`config.mk`:
```
export PLATFORM = sky130hd
export DESIGN_NAME = fir_mac_seq
export DESIGN_NICKNAME = d
export VERILOG_FILES = /design/src/rtl/fir_mac_seq.sv
export SDC_FILE = /design/constraint.sdc
export NUM_CORES = 2
export LEC_CHECK = 0
export CELL_PAD_IN_SITES_DETAIL_PLACEMENT = 1
export CELL_PAD_IN_SITES_GLOBAL_PLACEMENT = 1
export CORE_MARGIN = 2
export CORE_UTILIZATION = 45
export DETAILED_ROUTE_END_ITERATION = 16
export GPL_TIMING_DRIVEN = 0
export PLACE_DENSITY = 0.78
export SLEW_MARGIN = 20
export SYNTH_ARGS = -nofsm -noshare
export SYNTH_HDL_FRONTEND = slang
export SYNTH_SLANG_ARGS = --single-unit
export TNS_END_PERCENT = 20
```
`constraint.sdc`:
```
create_clock -name i_clk -period 8 [get_ports i_clk]
set_input_delay 0.8 -clock i_clk [delete_from_list [all_inputs] [get_ports i_clk]]
set_output_delay 0.8 -clock i_clk [all_outputs]
set_load 0.02 [all_outputs]
```
`src/rtl/fir_mac_seq.sv`:
```
// Sequential single-multiplier FIR: one sample in, TAPS MAC cycles, round/shift, result out.
// Define FIR_MAC_SATURATE_EN to clamp the output; otherwise the output wraps to OUT_WIDTH bits.
module fir_mac_seq #(
    parameter int DATA_WIDTH = 24,
    parameter int COEF_WIDTH = 16,
    parameter int TAPS       = 8,
    parameter int SHIFT      = 15,
    parameter int OUT_WIDTH  = 24
) (
    input  logic                    i_clk,
    input  logic                    i_rst_n,
    input  logic                    i_en,
    input  logic [DATA_WIDTH-1:0]   iv_din,
    input  logic                    i_din_valid,
    output logic                    o_ready,
    input  logic                    i_coef_wr,
    input  logic [$clog2(TAPS)-1:0] iv_coef_addr,
    input  logic [COEF_WIDTH-1:0]   iv_coef,
    output logic [OUT_WIDTH-1:0]    ov_dout,
    output logic                    o_dout_valid,
    input  logic                    i_ready,
    output logic                    o_busy,
    output logic [1:0]              ov_dbg_state
);
    localparam int CNT_W  = $clog2(TAPS);
    localparam int PROD_W = DATA_WIDTH + COEF_WIDTH;
    localparam int ACC_W  = PROD_W + CNT_W;
    localparam logic [ACC_W-1:0]        ONE   = ACC_W'(1);
    localparam logic signed [ACC_W-1:0] RND_C = (ONE << SHIFT) >> 1;
`ifdef FIR_MAC_SATURATE_EN
    localparam logic signed [ACC_W-1:0] OUT_MAX_A = (ONE << (OUT_WIDTH - 1)) - ONE;
    localparam logic signed [ACC_W-1:0] OUT_MIN_A = ~OUT_MAX_A;
`endif

    typedef enum logic [1:0] {IDLE, MAC, ROUND, OUT} state_e;

    // Handshakes: a transfer happens on a rising edge with i_en=1 where valid and ready are both high.
    state_e                             state_q, state_d;
    logic [CNT_W-1:0]                   cnt_q, cnt_d;
    logic signed [ACC_W-1:0]            acc_q, acc_d;
    logic [TAPS-1:0][DATA_WIDTH-1:0]    x_q;
    logic [TAPS-1:0][COEF_WIDTH-1:0]    c_q;
    logic                               ready_q, ready_d;
    logic                               valid_q, valid_d;
    logic [OUT_WIDTH-1:0]               dout_q, dout_d;
    logic                               accept;

    logic signed [PROD_W-1:0]           x_ext, c_ext, prod;
    logic signed [ACC_W-1:0]            prod_ext, rnd_sum, shifted;
    logic [OUT_WIDTH-1:0]               round_out;

    always_comb begin
        x_ext    = {{COEF_WIDTH{x_q[cnt_q][DATA_WIDTH-1]}}, x_q[cnt_q]};
        c_ext    = {{DATA_WIDTH{c_q[cnt_q][COEF_WIDTH-1]}}, c_q[cnt_q]};
        prod     = x_ext * c_ext;
        prod_ext = {{CNT_W{prod[PROD_W-1]}}, prod};
        rnd_sum  = acc_q + RND_C;
        shifted  = rnd_sum >>> SHIFT;
`ifdef FIR_MAC_SATURATE_EN
        if (shifted > OUT_MAX_A) begin
            round_out = OUT_MAX_A[OUT_WIDTH-1:0];
        end else if (shifted < OUT_MIN_A) begin
            round_out = OUT_MIN_A[OUT_WIDTH-1:0];
        end else begin
            round_out = shifted[OUT_WIDTH-1:0];
        end
`else
        round_out = shifted[OUT_WIDTH-1:0];
`endif
    end

`ifndef FIR_MAC_SATURATE_EN
    logic unused_hi;
    assign unused_hi = ^shifted[ACC_W-1:OUT_WIDTH];
`endif

    always_comb begin
        state_d = state_q;
        cnt_d   = cnt_q;
        acc_d   = acc_q;
        valid_d = valid_q;
        dout_d  = dout_q;
        accept  = 1'b0;
        case (state_q)
            IDLE: begin
                if (i_din_valid && ready_q) begin
                    accept  = 1'b1;
                    acc_d   = '0;
                    cnt_d   = '0;
                    state_d = MAC;
                end
            end
            MAC: begin
                acc_d = acc_q + prod_ext;
                cnt_d = cnt_q + CNT_W'(1);
                if (cnt_q == CNT_W'(TAPS - 1)) begin
                    state_d = ROUND;
                end
            end
            ROUND: begin
                dout_d  = round_out;
                valid_d = 1'b1;
                state_d = OUT;
            end
            OUT: begin
                if (i_ready) begin
                    valid_d = 1'b0;
                    state_d = IDLE;
                end
            end
            default: state_d = IDLE;
        endcase
        // Registered ready: only high while the next state is IDLE.
        ready_d = (state_d == IDLE);
    end

    always_ff @(posedge i_clk or negedge i_rst_n) begin
        if (!i_rst_n) begin
            state_q <= IDLE;
            cnt_q   <= '0;
            acc_q   <= '0;
            x_q     <= '0;
            c_q     <= '0;
            ready_q <= 1'b0;
            valid_q <= 1'b0;
            dout_q  <= '0;
        end else if (i_en) begin
            state_q <= state_d;
            cnt_q   <= cnt_d;
            acc_q   <= acc_d;
            ready_q <= ready_d;
            valid_q <= valid_d;
            dout_q  <= dout_d;
            if (accept) begin
                x_q <= {x_q[TAPS-2:0], iv_din};
            end
            // Coefficients are only writable between passes so a MAC pass sees one consistent bank.
            if ((state_q == IDLE) && i_coef_wr) begin
                c_q[iv_coef_addr] <= iv_coef;
            end
        end
    end

    assign o_ready      = ready_q;
    assign o_dout_valid = valid_q;
    assign ov_dout      = dout_q;
    assign o_busy       = (state_q != IDLE);
    assign ov_dbg_state = state_q;

endmodule

```
==> results.ini <==
[flow_run]
cap_violations = 0

[cts]
cts_max_path_buffers = 3
clock_transition_at_the_register_clock_pins_on_the_worst_setup_and_hold_paths_after_cts_ns = 0.06
clock_latency_on_the_worst_skew_pair_ns = 0.61
tritoncts = yes
cts.root.buffer_cell = clkbuf_16
num_clock_sinks = 390
ctsHtreeMaxLevel = 2
clock_buffer_count_from_cts = 45

[synthesis]
synthCells = 2752
post_synth_main_area_contributors = dfrtp_1 31%, fa_1 26%, mux2_2 13%
ys_dominant_reg_cell = dfrtp_1
count_of_state_elements_after_synthesis = 390
synth.net_count = 3320
netlist.area_leader.share = 0.3085
synth-edff-count = 0
yosys-top-cells-count = 484 x inv_1, 405 x fa_1, 390 x dfrtp_1
synth_area_leader = dfrtp_1
synth_cell_types = 59
synthMostInstantiatedCell = inv_1
yosysSeqAreaShare = 0.3085
avgSynthCellArea_um2 = 11.50
mappedNetlistArea_um2 = 31640
async_reset_ff_frac = 1.000
yosysWarningCount = 0

[floorplanning]
start_util = 0.4533
die_w_um = 269.2
die-area_um2 = 72440
core_um2 = 69790
floorplan.die.height_um = 269.2
placement_rows = 97
top_level_ports = 78

[drt]
drt_wl_total_um = 101500
drt_pre_antenna_iters = 5
via_per_inst = 5.648
ant_nets = 0
wl_per_cell_um = 25.96
number_of_drc_markers_in_iteration_0 = 1651
vias = 22084
residual_drc = 0

[final_layout]
multi_input_area_um2 = 20160
layout-drive-gt1-share = 0.2404
num-nets-final = 3506
n_fill_cell = 7248
flip_flop_and_latch_area_um2 = 9759
syn2layout_area_growth_pct = 16.00
final_util = 0.5259
layout.cells.non_filler = 3910
final_cell_area_um2 = 36700
ant_diodes = 0

[sta]
slew_violations = 0
max_freq_ghz = 0.1259
worst_pin_slew_ns = 1.041
slew-limit-headroom = 0.3062
setup_viol_count_final = 0
period_utilization = 0.9931
clock_period_minus_worst_slack_ns = 7.945
hold-worst-slack_ns = 0.4754
rsz0062_at_grt = yes
final-hold-violation-count = 0
final.setup_skew_ns = 0.03458

[pwr]
worst_ir_drop_vdd_v = 0.0002562
p_leak_nw = 17.72
p_total_mw = 14.82
pwr_per_cell_area_nw_per_um2 = 403.8

[global_routing]
grt_pass1_wl_um = 155900
initial_antenna_violation_count = 3
grt_pass1_vias = 25741
globalRouteTotalUtil = 0.2822
largest_net_degree_at_the_start_of_global_routing = 112
gr-total-overflow = 0

[place]
placedCellCount = 3773
postPlaceCellArea_um2 = 33760
numPortBuffers = 75
dp_hpwl_um = 74660
place.gp.congestion = 0.9332

[setup_path]
arrival_worst_endpoint_ns = 8.43
worst-setup-path-type = reg -> reg
worstSetupStartpointType = flip-flop
required_time_of_the_critical_path_ns = 8.49
critical_path.max_fanout = 10
critPathCaptureType = flip-flop

[hold_path]
worstHoldPathType = reg -> reg

[status]
status = complete, no violations

[report_power, final]
part	internal (mW)	switching, mW	leakage, nW
Combinational	3.96	5.74	11.7
Sequential	2.47	0.436	5.30
Clock	1.28	0.931	0.760
Total	7.71	7.11	17.7
[worst max-delay path: stages (launching register included)]
cell and delay [ns]:
dfrtp_1 0.37, clkbuf_4 0.27, buf_4 0.29, buf_2 0.51, mux2i_4 0.61, nor2_1 0.14
fa_1 0.44, fa_1 0.49, inv_1 0.06, fa_1 0.53, inv_1 0.05, fa_1 0.48
fa_1 0.49, inv_1 0.05, fa_1 0.48, inv_1 0.06, ha_2 0.31, and2_4 0.17
and4_4 0.20, and3_4 0.18, or4_4 0.55, a31oi_4 0.20, buf_12 0.14, o21ai_2 0.12
a21boi_2 0.20, nor4_1 0.08, a311o_1 0.34
[state kept, by name, summed over array words and instances, names as in the netlist]
name,count
o_dout_valid,1
c_q,128
ov_dbg_state,2
ov_dout,24
x_q,192
acc_q,39
cnt_q,3
o_ready,1
[per-layer routing]
metal  share of wire  GRT usage
met1            0.38     0.3440
met2            0.51     0.4904
met3           0.064    0.05495
met4           0.044     0.1175
met5               0          0
[through the flow]
stage	worst slack [ns]	setup TNS [ns]
finish	0.05515	0
CTS	-0.03796	-0.03796
floorplan	0.1595	0
global route	-0.04293	-0.1128
detailed placement	-2.160	-37.74
global placement	-10.61	-4147.62
[final timing paths]
path                               end  cells after the start  slack (ns)   startpoint
max in group asynchronous      c_q[65]                      5        5.64      i_rst_n
hold / removal             ov_dout[11]                      2        0.48  ov_dout[11]
setup / recovery             acc_q[37]                     26        0.06     cnt_q[2]
hold reg to reg            ov_dout[11]                      2        0.48  ov_dout[11]
min in group asynchronous     x_q[132]                      2        0.58      i_rst_n
setup reg to reg             acc_q[37]                     26        0.06     cnt_q[2]
[timing repair]
action	CTS	global route
gates resized for setup	173	88
pin swaps	4	8
setup endpoints to repair	28	16
hold buffers	1	0
endpoints found under the hold margin	13	0
buffers inserted	26	36
[kinds of logic (layout without fill, tap and decap cells)]
logic type | Yosys count | after routing | share of synthesized area
simple gates | 560 | 560 | 0.07621
compound gates | 155 | 155 | 0.03085
fa+ha+maj | 519 | 519 | 0.3014
flops | 390 | 390 | 0.3085
buf+inv | 596 | 814 | 0.07131
xor+xnor | 70 | 70 | 0.01938
mux | 462 | 462 | 0.1924
[final cells by class]
class,count,area share
Timing Repair Buffer,144,0.03921
Clock buffer,59,0.03430
Inverter,484,0.04971
Clock inverter,20,0.008046
Buffer,107,0.02141
Sequential cell,390,0.2659
Tap cell,940,0.03205
Multi-Input combinational cell,1766,0.5493
[placed cells by master, fill, tap and decap left out, drive strengths merged, types with 6 or more instances in the layout]
cell             n
buf            109
a21o             6
inv            485
o211ai           6
nand4            6
fa             405
a22o            10
nor2b           18
or2              7
xnor2           38
nor2           154
o21ai           68
a211oi           7
mux4            80
and2            19
clkinv          10
nand2b          15
dfrtp          390
a21oi           26
nand2          283
nand3           21
clkdlybuf4s50   74
nor3            10
xor2            32
mux2i           26
mux2           356
and3             9
ha             114
clkbuf         126
Note: power is estimated with default switching activity, not from simulation.
